[config.mk]
export PLATFORM = sky130hd
export DESIGN_NAME = keypad_entry
export DESIGN_NICKNAME = d
export VERILOG_FILES = /design/src/rtl/keypad_pkg.sv /design/src/rtl/keypad_debounce.sv /design/src/rtl/keypad_entry.sv
export SDC_FILE = /design/constraint.sdc
export NUM_CORES = 1
export LEC_CHECK = 0
export CAP_MARGIN = 40
export CORE_MARGIN = 4
export CORE_UTILIZATION = 57
export CTS_CLUSTER_SIZE = 30
export DETAILED_ROUTE_END_ITERATION = 8
export PLACE_DENSITY = 0.79
export SLEW_MARGIN = 30
export SYNTH_ARGS = -nofsm -noshare
export SYNTH_HDL_FRONTEND = slang
export SYNTH_SLANG_ARGS = --single-unit
export TNS_END_PERCENT = 5
[constraint.sdc]
create_clock -name clock -period 3 [get_ports clock]
set_input_delay 0.3 -clock clock [delete_from_list [all_inputs] [get_ports clock]]
set_output_delay 0.3 -clock clock [all_outputs]
set_load 0.05 [all_outputs]
[src/rtl/keypad_pkg.sv]
// Shared definitions for the keypad entry block: scanner key codes, the
// "no key" rule and the entry state machine encoding.
package keypad_pkg;

    localparam logic [3:0] KEY_STAR = 4'd10;
    localparam logic [3:0] KEY_HASH = 4'd11;
    localparam logic [3:0] KEY_NONE = 4'd13;

    typedef enum logic [1:0] {
        ENTRY  = 2'd0,
        HELD   = 2'd1,
        SUBMIT = 2'd2
    } state_t;

    // Scanner codes 12..15 all mean that no key is down.
    function automatic logic is_none(input logic [3:0] code);
        return code >= 4'd12;
    endfunction

endpackage

[src/rtl/keypad_debounce.sv]
// Two-flop synchronizer and stability counter for the scanner key code;
// emits one-cycle press/release strobes when the stable code changes.
module keypad_debounce
    import keypad_pkg::*;
#(
    parameter int STABLE_CYCLES = 1000
) (
    input  logic       clock,
    input  logic       reset,
    input  logic [3:0] key_code,
    output logic [3:0] stable_code,
    output logic       press,
    output logic       released
);

    localparam int CW = $clog2(STABLE_CYCLES + 1);
    localparam logic [CW-1:0] FULL = CW'(STABLE_CYCLES);
    localparam logic [CW-1:0] LAST = CW'(STABLE_CYCLES - 1);

    logic [3:0]    syncA;
    logic [3:0]    syncB;
    logic [3:0]    candCode;
    logic [CW-1:0] count;

    // A change restarts the count at one because the new sample itself counts.
    always_ff @(posedge clock) begin
        if (reset) begin
            syncA       <= KEY_NONE;
            syncB       <= KEY_NONE;
            candCode    <= KEY_NONE;
            count       <= '0;
            stable_code <= KEY_NONE;
            press       <= 1'b0;
            released    <= 1'b0;
        end else begin
            syncA    <= key_code;
            syncB    <= syncA;
            press    <= 1'b0;
            released <= 1'b0;
            if (syncB != candCode) begin
                candCode <= syncB;
                count    <= CW'(1);
            end else if (count != FULL) begin
                count <= count + 1'b1;
                if (count == LAST) begin
                    stable_code <= candCode;
                    press       <= is_none(stable_code) && !is_none(candCode);
                    released    <= !is_none(stable_code) && is_none(candCode);
                end
            end
        end
    end

endmodule

[src/rtl/keypad_entry.sv]
// Keypad digit entry: debounced key presses build a decimal value that is
// offered to the processor over valid/ready. KEYPAD_ENTRY_BCD_EN adds digits_bcd.
module keypad_entry
    import keypad_pkg::*;
#(
    parameter int MAX_DIGITS    = 6,
    parameter int VALUE_W       = 20,
    parameter int STABLE_CYCLES = 1000
) (
    input  logic               clock,
    input  logic               reset,
    input  logic [3:0]         key_code,
    output logic               ack_key,
    output logic [VALUE_W-1:0] value,
    output logic [3:0]         digit_count,
    output logic               value_valid,
    input  logic               value_ready,
    output logic               overflow
`ifdef KEYPAD_ENTRY_BCD_EN
    ,
    output logic [4*MAX_DIGITS-1:0] digits_bcd
`endif
);

    localparam logic [3:0] MAX_CNT = 4'(MAX_DIGITS);

    logic [3:0] stableCode;
    logic       press;
    logic       released;
    state_t     state;
    state_t     nextState;
    logic       ackNext;
    logic       ovfNext;
    logic       validNext;
    logic       digitShift;
    logic       clearEntry;

    keypad_debounce #(
        .STABLE_CYCLES(STABLE_CYCLES)
    ) u_debounce (
        .clock      (clock),
        .reset      (reset),
        .key_code   (key_code),
        .stable_code(stableCode),
        .press      (press),
        .released   (released)
    );

    always_comb begin
        nextState  = state;
        ackNext    = 1'b0;
        ovfNext    = 1'b0;
        validNext  = value_valid;
        digitShift = 1'b0;
        clearEntry = 1'b0;
        case (state)
            ENTRY: begin
                if (press) begin
                    ackNext   = 1'b1;
                    nextState = HELD;
                    if (stableCode < 4'd10) begin
                        if (digit_count < MAX_CNT) digitShift = 1'b1;
                        else                       ovfNext    = 1'b1;
                    end else if (stableCode == KEY_STAR) begin
                        clearEntry = 1'b1;
                    end else if (stableCode == KEY_HASH && digit_count != 4'd0) begin
                        nextState = SUBMIT;
                    end
                end
            end
            HELD: begin
                if (released) nextState = ENTRY;
            end
            SUBMIT: begin
                // A key that became stable while waiting must still be released.
                if (value_valid && value_ready) begin
                    clearEntry = 1'b1;
                    validNext  = 1'b0;
                    nextState  = is_none(stableCode) ? ENTRY : HELD;
                end else begin
                    validNext = 1'b1;
                end
            end
            default: nextState = ENTRY;
        endcase
    end

    always_ff @(posedge clock) begin
        if (reset) begin
            state       <= ENTRY;
            ack_key     <= 1'b0;
            overflow    <= 1'b0;
            value_valid <= 1'b0;
            value       <= '0;
            digit_count <= 4'd0;
        end else begin
            state       <= nextState;
            ack_key     <= ackNext;
            overflow    <= ovfNext;
            value_valid <= validNext;
            if (clearEntry) begin
                value       <= '0;
                digit_count <= 4'd0;
            end else if (digitShift) begin
                value       <= (value << 3) + (value << 1) + VALUE_W'(stableCode);
                digit_count <= digit_count + 4'd1;
            end
        end
    end

`ifdef KEYPAD_ENTRY_BCD_EN
    always_ff @(posedge clock) begin
        if (reset || clearEntry) digits_bcd <= '0;
        else if (digitShift)     digits_bcd <= (digits_bcd << 4) | (4*MAX_DIGITS)'(stableCode);
    end
`else
    // Without the display option only the binary value is kept.
`endif

endmodule
# ---- Word-level counts from Yosys, hierarchy flattened
# Cells that the tools add are included.
dict set report word_totals {
  regBits 57
  input_bits 7
  out_inout_bits 27
  word_cells 76
}
dict set report op_classes {
  addsub 4
  n_lt_le_gt_ge 4
  n_eq_ne 10
  muxes 22
  n_bitwise 6
  n_reduce_logical 16
}
# operator count
set ops {}
lappend ops {{20-bit adder} 1}
lappend ops {{20-bit by 4-bit adder with 20-bit output} 1}
lappend ops {{1-bit two-way mux} 14}
lappend ops {{2-bit two-way mux} 6}
lappend ops {{10-bit by 1-bit adder with 10-bit output (second input constant)} 1}
lappend ops {{10-bit equality test (second input constant)} 1}
lappend ops {{10-bit != test (second input constant)} 1}
lappend ops {{4-bit equality test (second input constant)} 2}
lappend ops {{4-bit greater-or-equal comparator (second input constant)} 2}
lappend ops {{4-bit OR reduction} 2}
lappend ops {{1-bit NOT} 6}
lappend ops {{2-bit one-hot mux with 3 select lines} 1}
lappend ops {{3-bit AND reduction} 2}
lappend ops {{2-bit OR reduction} 3}
lappend ops {{4-bit by 1-bit adder with 4-bit output (second input constant)} 1}
lappend ops {{1-bit logical AND} 4}
lappend ops {{4-bit by 3-bit less-than comparator with 1-bit output (second input constant)} 1}
lappend ops {{4-bit less-than comparator (second input constant)} 1}
lappend ops {{2-bit by 1-bit != test with 1-bit output (second input constant)} 2}
lappend ops {{4-bit != test} 1}
lappend ops {{4-bit nonzero test} 1}
lappend ops {{2-bit by 1-bit equality test with 1-bit output (second input constant)} 1}
lappend ops {{2-bit equality test (second input constant)} 1}
lappend ops {{1-bit zero test} 2}
lappend ops {{4 further kinds} 4}

# ---- Logic depth before layout (Yosys ltp)
# Gate-level depths: netlist of run 1.
dict set report logic_depth {
  depth_word 7
  ltp_mapped 11
  ltp_nobuf 11
}

# ---- Cells and area by module
# Synthesis of run 1 repeated with hierarchy kept, for this count alone.
dict set report hier_totals {
  hier_cells 395
  area_unflattened_um2 3394.5
}
# mod instances cells_each area_each_um2 seq_area_each_um2
set modules_own_cells {}
lappend modules_own_cells {keypad_entry 1 285 2280.9 580.6}
lappend modules_own_cells {keypad_debounce 1 110 1113.6 560.5}

# ---- Worst setup path after synthesis of run 1
# No wires, ideal clock.
dict set report synth_timing {
  path_kind {reg-to-reg}
  start {reg value[0]}
  end {reg value[18]}
  setup_ns 0.070
  arrival_time_ns 2.832
  required_ns 2.930
  path_slack_ns 0.098
  path_stages_with_launch 11
  n_path_buf 0
  period_less_slack_ns 2.902
  cell_sequence {dfxtp_1 > inv_1 > fa_1 > fa_1 > nand2b_1 > a21oi_2 > o221ai_2 > o31ai_2 > xor2_1 > nand2_1 > a21oi_1}
}
dict set report synth_between {
  elab_chain_len 2
}
# element line
set synth_rtl {}
lappend synth_rtl {{start, declared} keypad_entry.sv:14} ;# output logic [VALUE_W-1:0] value,
lappend synth_rtl {{start signal, assigned} keypad_entry.sv:105} ;# value <= (value << 3) + (value << 1) + VALUE_W'(stableCode);
lappend synth_rtl {{20-bit adder} keypad_entry.sv:105}
lappend synth_rtl {{20-bit by 4-bit adder with 20-bit output} keypad_entry.sv:105}
# No other way between the ends.
# A chain may end at the register's enable or synchronous reset.

# ---- Worst setup path after layout of run 1
dict set report layout_timing {
  start {reg value[0]}
  end {reg value[16]}
}
# The elaborated chain is that of the path after synthesis.

==> summary.txt, run 1 <==
Outcome: finished clean
Main synth FF type: dfxtp_1
Placer congestion estimate: 0.9277
Initial antenna violation count: 0
Setup ws final: 0.2664 ns
Nets: 453
Critical Path Start: value[0]$_SDFFE_PP0P_
Finish-stage setup viols: 0
Postcts setup bufs: 0
DP HPWL: 4910 um
Critical path data required time: 3.27 ns
Async S/R FF share, synth: 0%
Root cell of the clock tree: clkbuf_8
# clock sinks: 57
Stages on the worst setup path: 10
Layout Skew: 0.005140 ns
R2R Setup Slk: 0.27 ns
Vias per cell: 5.553
PostCTS Resize Cnt: 0
Net Sw Frac: 24.08%
Layout fillers: 471
Post-Syn Area: 0.003241 mm2
Cell mode on critical path: fa_1
Die area: 0.006956 mm2
Worst reg2reg path endpoint: value[16]$_SDFFE_PP0P_
Syn nets: 416
Clock transition at path regs: 0.07 ns
Setup TNS: 0 ns
Hold buffers post-CTS: 0
Residual DRC: 0
Share of cells above drive strength 1: 9.976%
Worst slack, placed: 0.3253 ns
Tmin final: 2.734 ns
Max_slew headroom: 53.97%
Max H-tree Level: 3
Core ar.: 0.005507 mm2
Family with the most delay on the worst path: adder cells
Initial Util: 58.85%
Initial DRT Pass Iterations: 4
CP peak stage delay: 0.52 ns
Slowest-stage cell, CP: fa_1
EDFF count, synth: 0
Commonest non-fill, non-tap cell in the layout: dfxtp_1
Largest family of logic cells by synthesized area: simple AND/OR/NAND/NOR gates
Fmax: 365.8 MHz
WP data arrival: 3.00 ns
Post-synthesis compound-gate area fraction: 15.83%
Synth Area in Adders: 15.91%
ANT nets after route: 0
Sequential share of power: 52.9%
Seq/Total Area, Yosys: 35.21%
Worst r2r path cells: 10
Yosys warns: 0
P_sw: 0.3509 mW
Share of the synthesized area in the top cell type: 35.21%
Min-delay worst type: reg2reg
Largest net degree at the start of global routing: 26
Reg2reg start: value[0]$_SDFFE_PP0P_
Crit-path cells: inv_1 -> fa_1 -> fa_1 -> nand2b_1 -> a21oi_2 -> o221ai_2 -> o31ai_1 -> xnor2_1 -> nand2_1 -> a21oi_1
#FFs+latches synth: 57
Yosys cell types: 51
GRT Util Overall: 19.43%
Synth area leader: dfxtp_1
Die extent in x: 83.40 um
Detailed Route Iter0 Violations: 130
Worst setup EP type: flip-flop
DR WL/cell: 13.68 um
Max-cap violations: 0
Worst Tran Pin Value: 0.6879 ns
CTS tree: built
Path type of the worst setup path: reg2reg
FP Rows: 27
Area Growth Syn to Fin: 17.10%
Port Buffers: 33
Final period util: 91.12%
XOR/XNOR Fraction of Synth Area: 8.108%
Highest-count cells in the layout ignoring fill and taps: 57 x dfxtp_1, 46 x nand2_1, 38 x ha_1, 35 x nor2_1, 33 x clkdlybuf4s50_1
Worst-path fanout max: 4
Max clock buf depth: 2
Vias post-DR: 2682
DIE HEIGHT: 83.40 um
Ranking of synthesized cells by area: dfxtp_1 35%, ha_1 15%, nand2_1 5.3%
Multiplexer area fraction after synthesis: 0.6178%
LEAKAGE: 1.520 nW
First-pass GRT wire length: 10990 um
Io pins: 34
PwrDens: 384.1 mW/mm2
Post-DP Area: 0.003613 mm2
Power share of the clock group: 44.1%
WP buf/inv: 1
CTS buffer count: 9
CP startpoint kind: flip-flop
Final Hold Fails: 0
CP endpoint: value[16]$_SDFFE_PP0P_
Simple-gate portion of the synthesized area: 20.31%
Worst skew pair latency: 0.34 ns
RSZ-0062 raised after global routing: no
Mapped Cells: 369
Combinational power share: 3.0%
Diodes inserted: 0
Vias in the first global route: 2451
Fin. max-slew vios: 0
Int Pwr: 1.107 mW
Gr ovfl total: 0
Final WL: 6609 um
Final Total Pwr: 1.458 mW
VDD IR-drop max: 0.3540 mV
Final instance area: 0.003795 mm2
Syn Area/Cell: 8.782 um2
cell families (layout without fill, tap and decap cells):
logic type	after synthesis	after routing
muxes	2	2
buffers and inverters	26	68
xor gates and xnor gates	30	30
AOI/OAI and AO/OA	78	78
DFF	57	57
adders and majority gates	40	40
and+or+nand+nor	136	136
state kept, by name (all words and copies together), names as in the netlist:
name / cells
u_debounce.count: 10
value: 20
u_debounce.syncA: 4
state: 2
digit_count: 4
u_debounce.syncB: 4
u_debounce.stable_code: 4
u_debounce.candCode: 4
value_valid: 1
ack_key: 1
overflow: 1
u_debounce.press: 1
u_debounce.released: 1
layer usage:
| metal | global-route usage [%] | wire length, um | vias up |
|---|---|---|---|
| met2 | 27.99 | 2774 | 76 |
| met4 | 8.767 | 101 | 0 |
| met3 | 6.349 | 417 | 10 |
| li1 | - | - | 1367 |
| met1 | 26.29 | 3315 | 1229 |
| met5 | 0 | 0 | - |
area by class of cell:
type	count	area, um2	share of cell area [%]
repair buffers	36	352.8	9.298
clock buffers	10	137.6	3.627
well taps	72	90.09	2.374
multi-input cells	286	1969	51.90
flip-flops and latches	57	1141	30.07
inverters	16	60.06	1.583
clock inverters	6	43.79	1.154
synthesized netlist by cell type, types with 2 or more instances:
library cell and n:
dfxtp_1 57, or2_2 9, a211oi_2 2, nor2b_1 5, xor2_1 15, nand2b_1 4
nor3_1 9, a21oi_2 3, o211ai_1 2, fa_1 2, o21ai_1 2, clkbuf_8 2
a21oi_1 32, ha_1 38, a211oi_1 3, o21ai_0 9, a21o_1 2, o21a_1 3
inv_1 16, xnor2_1 15, and3_1 5, nand3_1 5, clkbuf_1 5, nor2_1 35
nand2_1 46, o22ai_1 5, a211o_1 3, a31oi_1 2, nand3b_1 2, mux2i_1 2
nand3_2 2, nor3b_1 5, nand4_1 4
power by group through the flow:
| stage | clock, mW | sequential [mW] | combinational, mW |
|---|---|---|---|
| after floorplan | 0 | 0.787 | 0.0303 |
| after global placement | 0 | 0.788 | 0.0427 |
| after detailed placement | 0 | 0.789 | 0.0444 |
| after CTS | 0.650 | 0.772 | 0.0446 |
| after global routing | 0.692 | 0.772 | 0.0491 |
| final | 0.642 | 0.771 | 0.0441 |
stage by stage:
stage          cells  hold WS [ns]  utilization, %
2_1_floorplan    369        0.3716               -
3_3_place_gp     467        0.3907           65.62
3_5_place_dp     467        0.3940           65.62
4_1_cts          483        0.4099           68.92
5_1_grt          483        0.4229           68.92
6_report         483        0.4103           68.92
worst min path at each step:
stage / from / to / cells past startpoint
2_1_floorplan: reset / u_debounce.syncA[1]$_SDFF_PP0_ / 1
3_3_place_gp: u_debounce.syncA[0]$_SDFF_PP1_ / u_debounce.syncB[0]$_SDFF_PP1_ / 1
3_5_place_dp: u_debounce.syncA[3]$_SDFF_PP1_ / u_debounce.syncB[3]$_SDFF_PP1_ / 1
4_1_cts: u_debounce.syncA[3]$_SDFF_PP1_ / u_debounce.syncB[3]$_SDFF_PP1_ / 1
5_1_grt: u_debounce.syncA[3]$_SDFF_PP1_ / u_debounce.syncB[3]$_SDFF_PP1_ / 1
6_report: u_debounce.syncA[3]$_SDFF_PP1_ / u_debounce.syncB[3]$_SDFF_PP1_ / 1
(Power assumes the default switching activity.)
==> inputs of run 2 (changes only) <==
--- a/config.mk
+++ b/config.mk
@@ -6,11 +6,12 @@
 export NUM_CORES = 1
 export LEC_CHECK = 0
 export CAP_MARGIN = 40
-export CORE_MARGIN = 4
+export CORE_MARGIN = 2
 export CORE_UTILIZATION = 57
 export CTS_CLUSTER_SIZE = 30
 export DETAILED_ROUTE_END_ITERATION = 8
 export PLACE_DENSITY = 0.79
+export SETUP_SLACK_MARGIN = 0.02
 export SLEW_MARGIN = 30
 export SYNTH_ARGS = -nofsm -noshare
 export SYNTH_HDL_FRONTEND = slang
==> run 2 against run 1 <==
Net effect:
- register-to-register slack got worse by 0.06 ns
- critical path depth did not move
- clock skew rose by 0.0034 ns
- clock-buffer cell count rose by 1
- via count fell by 0.86%
- sequential power barely moved
- utilization rose by 0.84 points
==> summary.txt, run 2 (synthesis gave the netlist of run 1 again) <==
Largest Register: value
Initial antenna violation count: 0 (unchanged)
Max H-tree Level: 3 (unchanged)
Residual DRC: 0 (unchanged)
Fmax: 358.0 MHz (-2.1%)
Path type of the worst setup path: reg2reg
Worst Tran Pin Value: 0.6161 ns (-0.07185 ns)
Final Total Pwr: 1.615 mW (+11%)
Post-DP Area: 0.003613 mm2 (unchanged)
Min-Delay Startpoint: u_debounce.syncA[3]$_SDFF_PP1_
Layout fillers: 445 (-5.5%)
Diodes inserted: 0 (unchanged)
RSZ-0062 raised after global routing: no
DR WL/cell: 14.09 um (+3.0%)
Hold buffers post-CTS: 0 (unchanged)
Worst slack, placed: 0.2412 ns (-0.08411 ns)
ANT nets after route: 0 (unchanged)
Largest net degree at the start of global routing: 26 (unchanged)
PostCTS Resize Cnt: 0 (unchanged)
Final Hold Fails: 0 (unchanged)
Fin util: 69.76% (+0.84 points)
Port Buffers: 33 (unchanged)
DP HPWL: 5000 um (+1.8%)
Highest-count cells in the layout ignoring fill and taps: 57 x dfxtp_1, 46 x nand2_1, 38 x ha_1, 35 x nor2_1, 33 x clkdlybuf4s50_1
VDD IR-drop max: 0.3010 mV (-15%)
Die area: 0.006304 mm2 (-9.4%)
Worst setup EP type: flip-flop
Detailed Route Iter0 Violations: 104 (-20%)
Die extent in x: 79.40 um (-4.8%)
Io pins: 34 (unchanged)
CTS buffer count: 9 (unchanged)
Clock transition at path regs: 0.07 ns (about the same)
Finish-stage setup viols: 0 (unchanged)
Initial DRT Pass Iterations: 5 (+1)
Core ar.: 0.005507 mm2 (unchanged)
# clock sinks: 57 (unchanged)
Final instance area: 0.003841 mm2 (+1.2%)
Worst skew pair latency: 0.34 ns (about the same)
Setup ws final: 0.2069 ns (-0.05956 ns)
Postcts setup bufs: 0 (unchanged)
Area Growth Syn to Fin: 18.53%
DIE HEIGHT: 79.40 um (-4.8%)
GRT Util Overall: 23.72% (+4.3 points)
First-pass GRT wire length: 11630 um (+5.8%)
Critical Path Start: value[0]$_SDFFE_PP0P_
Final period util: 93.10% (+2.0 points)
Final WL: 6807 um (+3.0%)
Vias per cell: 5.505 (-0.86%)
Gr ovfl total: 0 (unchanged)
Vias post-DR: 2659 (-0.86%)
PwrDens: 420.4 mW/mm2 (+9.5%)
Root cell of the clock tree: clkbuf_8
Layout Skew: 0.008544 ns (+0.003404 ns)
FP Rows: 27 (unchanged)
Share of cells above drive strength 1: 9.732% (-0.24 points)
Worst-path fanout max: 4 (unchanged)
LEAKAGE: 1.552 nW (+2.2%)
WP data arrival: 3.06 ns (+0.06 ns)
Initial Util: 58.85% (unchanged)
Placer congestion estimate: 0.8318 (-10%)
Max clock buf depth: 2 (unchanged)
Max-cap violations: 0 (unchanged)
Biggest regs: value: 20 flops, u_debounce.count: 10 flops
Commonest non-fill, non-tap cell in the layout: dfxtp_1
Max_slew headroom: 58.81% (+4.8 points)
Nets: 453 (unchanged)
Vias in the first global route: 2528 (+3.1%)
CTS tree: built
Fin. max-slew vios: 0 (unchanged)
Tmin final: 2.793 ns (+0.05956 ns)
CP startpoint kind: flip-flop
Min-delay worst type: reg2reg
Reg2reg start: value[0]$_SDFFE_PP0P_
Critical path data required time: 3.26 ns (about the same)
Outcome: finished clean
Number of flip-flops in the largest register: 20 (unchanged)
Setup TNS: 0 ns (unchanged)
## run 2: cell types whose count changed in the layout (fill, tap and decap cells not counted)
cell        before  now
a21oi_2          3    2
a21oi_4          0    1
bufinv_16        0    2
clkbuf_1         0    1
clkinv_2         1    2
clkinvlp_4       4    0
## run 2: cell type report
| cell class | instances | area (um2) | area share, % |
|---|---|---|---|
| Clock inverter | 5 | 78.83 | 2.052 |
| Clock buffer | 11 | 141.4 | 3.681 |
| Multi-Input combinational cell | 286 | 1977 | 51.47 |
| Timing Repair Buffer | 36 | 352.8 | 9.186 |
| Inverter | 16 | 60.06 | 1.564 |
| Tap cell | 72 | 90.09 | 2.345 |
| Sequential cell | 57 | 1141 | 29.71 |
## run 2: stage by stage
step	hold slack, ns	instances
finish	0.4132	483
global route	0.4309	483
CTS	0.4131	483
detailed placement	0.3971	467
global placement	0.3913	467
floorplan	0.3716	369
## run 2: final timing paths
check	to	slack, ns	cells after the start
worst min register to register	u_debounce.syncB[3]$_SDFF_PP1_	0.41	1
worst max-delay path	value[16]$_SDFFE_PP0P_	0.21	10
worst min-delay path	u_debounce.syncB[3]$_SDFF_PP1_	0.41	1
worst max register to register	value[16]$_SDFFE_PP0P_	0.21	10
## run 2: report_power, final
group	internal, mW	switching, mW	total, mW	leakage [nW]
clock	0.489	0.312	0.800	0.113
combinational	0.0202	0.0228	0.0430	0.977
sequential	0.766	0.00567	0.772	0.462
## run 2: metal layers
metal / wire length, um / global-route usage (%) / vias up
li1: - / - / 1363
met1: 3287 / 31.76 / 1227
met2: 3190 / 37.46 / 61
met3: 217 / 3.620 / 8
met4: 112 / 11.55 / 0
met5: 0 / 0 / -
## run 2: critical path, cell delays in order (launching register included)
cell      delay, ns
dfxtp_1        0.39
inv_1          0.08
fa_1           0.53
fa_1           0.49
nand2b_1       0.22
a21oi_4        0.20
o221ai_2       0.17
o31ai_1        0.26
xnor2_1        0.15
nand2_1        0.06
a21oi_1        0.16
==> inputs of run 3 (changes only) <==
==> constraint.sdc (replaced) <==
create_clock -name clock -period 2.82 [get_ports clock]
set_input_delay 0.282 -clock clock [delete_from_list [all_inputs] [get_ports clock]]
set_output_delay 0.282 -clock clock [all_outputs]
set_load 0.05 [all_outputs]
==> run 3 against run 2 <==
Net effect:
- worst setup slack worse by 0.039 ns
- clock power is 8.7% higher
- register-to-register slack worse by 0.04 ns
- combinational power is 12% higher
- hold slack worse by 0.0032 ns
- cell area is 0.62% higher
- final cell count is 0.41% higher
- sequential share of layout area is 0.12 points lower
- utilization is 0.43 points higher
- first-iteration DRC count is 74% higher
- critical path depth is 1 higher
- total power is 7.7% higher
- highest routed layer unchanged
==> summary.txt, run 3 (synthesis gave the netlist of run 1 again) <==
GRT Util Overall: 24.62% (+0.90 points)
Worst-path fanout max: 4 (unchanged)
Max_slew headroom: 66.00% (+7.2 points)
Int Pwr: 1.341 mW (+5.2%)
Io pins: 34 (unchanged)
Met2 Usage GRT: 37.80% (+0.34 points)
Fmax: 377.1 MHz (+5.3%)
Vias in the first global route: 2600 (+2.8%)
GR Util met1: 32.81% (+1.1 points)
Highest-count cells in the layout ignoring fill and taps: 55 x dfxtp_1, 46 x nand2_1, 38 x ha_1, 35 x nor2_1, 33 x clkdlybuf4s50_1
Worst skew pair latency: 0.34 ns (about the same)
Crit-path cells: inv_1 -> fa_1 -> inv_1 -> ha_1 -> nand3_2 -> a211oi_2 -> o21bai_2 -> a211oi_2 -> nor3_1 -> nand3b_1 -> a21oi_1
Final WL: 7133 um (+4.8%)
Largest net degree at the start of global routing: 25 (-3.8%)
Placer congestion estimate: 0.9110 (+9.5%)
Family with the most delay on the worst path: adder cells
R2R Setup Slk: 0.17 ns (-0.04 ns)
First-pass GRT wire length: 12010 um (+3.2%)
Finish-stage setup viols: 0 (unchanged)
RSZ-0062 raised after global routing: no
Layout Skew: 0.01259 ns (+0.004050 ns)
Die area: 0.006304 mm2 (unchanged)
Hold endpoint: u_debounce.syncB[3]$_SDFF_PP1_
# clock sinks: 57 (unchanged)
Worst Tran Pin Value: 0.5083 ns (-0.1077 ns)
P_sw: 0.3977 mW (+17%)
Vias post-DR: 2704 (+1.7%)
Final Hold Fails: 0 (unchanged)
Core ar.: 0.005507 mm2 (unchanged)
Reg2reg start: value[0]$_SDFFE_PP0P_
Met3 usage: 5.769% (+2.1 points)
PwrDens: 449.9 mW/mm2 (+7.0%)
Hold buffers post-CTS: 0 (unchanged)
Die extent in x: 79.40 um (unchanged)
Commonest non-fill, non-tap cell in the layout: dfxtp_1
Max clock buf depth: 2 (unchanged)
Min-Delay Startpoint: u_debounce.syncA[3]$_SDFF_PP1_
CP startpoint kind: flip-flop
Worst setup EP type: flip-flop
Clock transition at path regs: 0.07 ns (about the same)
WP data arrival: 2.93 ns (-0.13 ns)
FP Rows: 27 (unchanged)
Sequential share of power: 47.2% (-0.6 points)
Initial antenna violation count: 0 (unchanged)
Initial Util: 58.85% (unchanged)
Hold path cells: 1 (unchanged)
Max-cap violations: 0 (unchanged)
Root cell of the clock tree: clkbuf_8
Worst reg2reg path endpoint: value[15]$_SDFFE_PP0P_
WP buf/inv: 2 (+1)
CTS buffer count: 9 (unchanged)
VDD IR-drop max: 0.4528 mV (+50%)
Nets: 455 (+0.44%)
Path type of the worst setup path: reg2reg
Power share of the clock group: 50.1% (+0.5 points)
DIE HEIGHT: 79.40 um (unchanged)
Gr ovfl total: 0 (unchanged)
Max H-tree Level: 3 (unchanged)
Share of cells above drive strength 1: 11.38% (+1.6 points)
Combinational power share: 2.8% (about the same)
LEAKAGE: 1.561 nW (+0.55%)
Area Growth Syn to Fin: 19.27%
Vias per cell: 5.575 (+1.3%)
Critical path data required time: 3.10 ns (-0.16 ns)
Slowest-stage cell, CP: fa_1
Port Buffers: 33 (unchanged)
Number of flip-flops in the largest register: 20 (unchanged)
Worst r2r path cells: 11 (+1)
CP peak stage delay: 0.60 ns (+0.07 ns)
Fin. max-slew vios: 0 (unchanged)
Residual DRC: 0 (unchanged)
DP HPWL: 4928 um (-1.4%)
Outcome: finished clean
DR WL/cell: 14.71 um (+4.4%)
Tmin final: 2.652 ns (-0.1415 ns)
Layout fillers: 443 (-0.45%)
Biggest regs: value: 20 flops, u_debounce.count: 10 flops
Setup TNS: 0 ns (unchanged)
ANT nets after route: 0 (unchanged)
Largest Register: value
Worst slack, placed: 0.1266 ns (-0.1146 ns)
Detailed Route Iter0 Violations: 181 (+74%)
Min-delay worst type: reg2reg
Diodes inserted: 0 (unchanged)
CTS tree: built
Setup ws final: 0.1684 ns (-0.03850 ns)
Initial DRT Pass Iterations: 4 (-1)
Net Sw Frac: 22.87% (+1.8 points)
GRT Max-Usage Layer: met2
Final period util: 94.03% (+0.93 points)
-- run 3: cell count changes in the layout (fill, tap and decap cells not counted), moves of 2 or more --
cell	previous run	this run
dfxtp_2	0	2
clkinv_4	1	3
buf_4	3	5
dfxtp_1	57	55
clkinv_2	2	0
-- run 3: power by group through the flow --
stage	combinational (mW)	sequential (mW)	clock, mW
after floorplan	0.0323	0.837	0
after global placement	0.0465	0.838	0
after detailed placement	0.0480	0.839	0
after CTS	0.0490	0.820	0.881
after global routing	0.0546	0.821	0.915
final	0.0481	0.820	0.870
-- run 3: layout make-up --
class	count	area (um2)	area share (%)
inverters	16	60.06	1.554
repair buffers	38	367.9	9.518
clock buffers	9	123.9	3.205
clock inverters	7	102.6	2.655
multi-input cells	286	1977	51.15
well taps	72	90.09	2.331
flip-flops and latches	57	1144	29.59
-- run 3: how the worst max path moves through the flow --
stage / startpoint / endpoint / slack [ns] / cells past startpoint
2_1_floorplan: value[0]$_SDFFE_PP0P_ / value[18]$_SDFFE_PP0P_ / 0.11 / 10
3_3_place_gp: value[0]$_SDFFE_PP0P_ / value[18]$_SDFFE_PP0P_ / 0.23 / 10
3_5_place_dp: value[0]$_SDFFE_PP0P_ / value[16]$_SDFFE_PP0P_ / 0.13 / 10
4_1_cts: value[0]$_SDFFE_PP0P_ / value[16]$_SDFFE_PP0P_ / 0.09 / 10
5_1_grt: value[0]$_SDFFE_PP0P_ / value[15]$_SDFFE_PP0P_ / 0.02 / 11
6_report: value[0]$_SDFFE_PP0P_ / value[15]$_SDFFE_PP0P_ / 0.17 / 11
-- run 3: metal layers --
| metal | routed length [um] | vias to the layer above | part of all wire [%] |
|---|---|---|---|
| li1 | - | 1369 | - |
| met1 | 3480 | 1246 | 49 |
| met2 | 3176 | 75 | 45 |
| met3 | 343 | 14 | 4.8 |
| met4 | 133 | 0 | 1.9 |
| met5 | 0 | - | 0 |
-- run 3: metrics by stage --
step                power (mW)  instances  util (%)  cell area (um2)  hold WS [ns]
floorplan               0.8696        369         -             3243        0.3536
global placement        0.8848        468     65.80             3623        0.3906
detailed placement      0.8867        468     65.80             3623        0.3929
CTS                      1.750        484     69.92             3850        0.4105
global route             1.790        485     70.19             3865        0.4236
finish                   1.739        485     70.19             3865        0.4099
-- run 3: worst reg2reg max path, cell delays in order (launching register included) --
cell	delay, ns
dfxtp_2	0.36
inv_1	0.07
fa_1	0.60
inv_1	0.07
ha_1	0.29
nand3_2	0.13
a211oi_2	0.29
o21bai_2	0.17
a211oi_2	0.26
nor3_1	0.07
nand3b_1	0.15
a21oi_1	0.14
-- run 3: what timing repair did --
item                                    4_1_cts  5_1_grt
endpoints found under the setup margin        0        2
gates resized for setup                       0        2
setup buffers                                 0        1
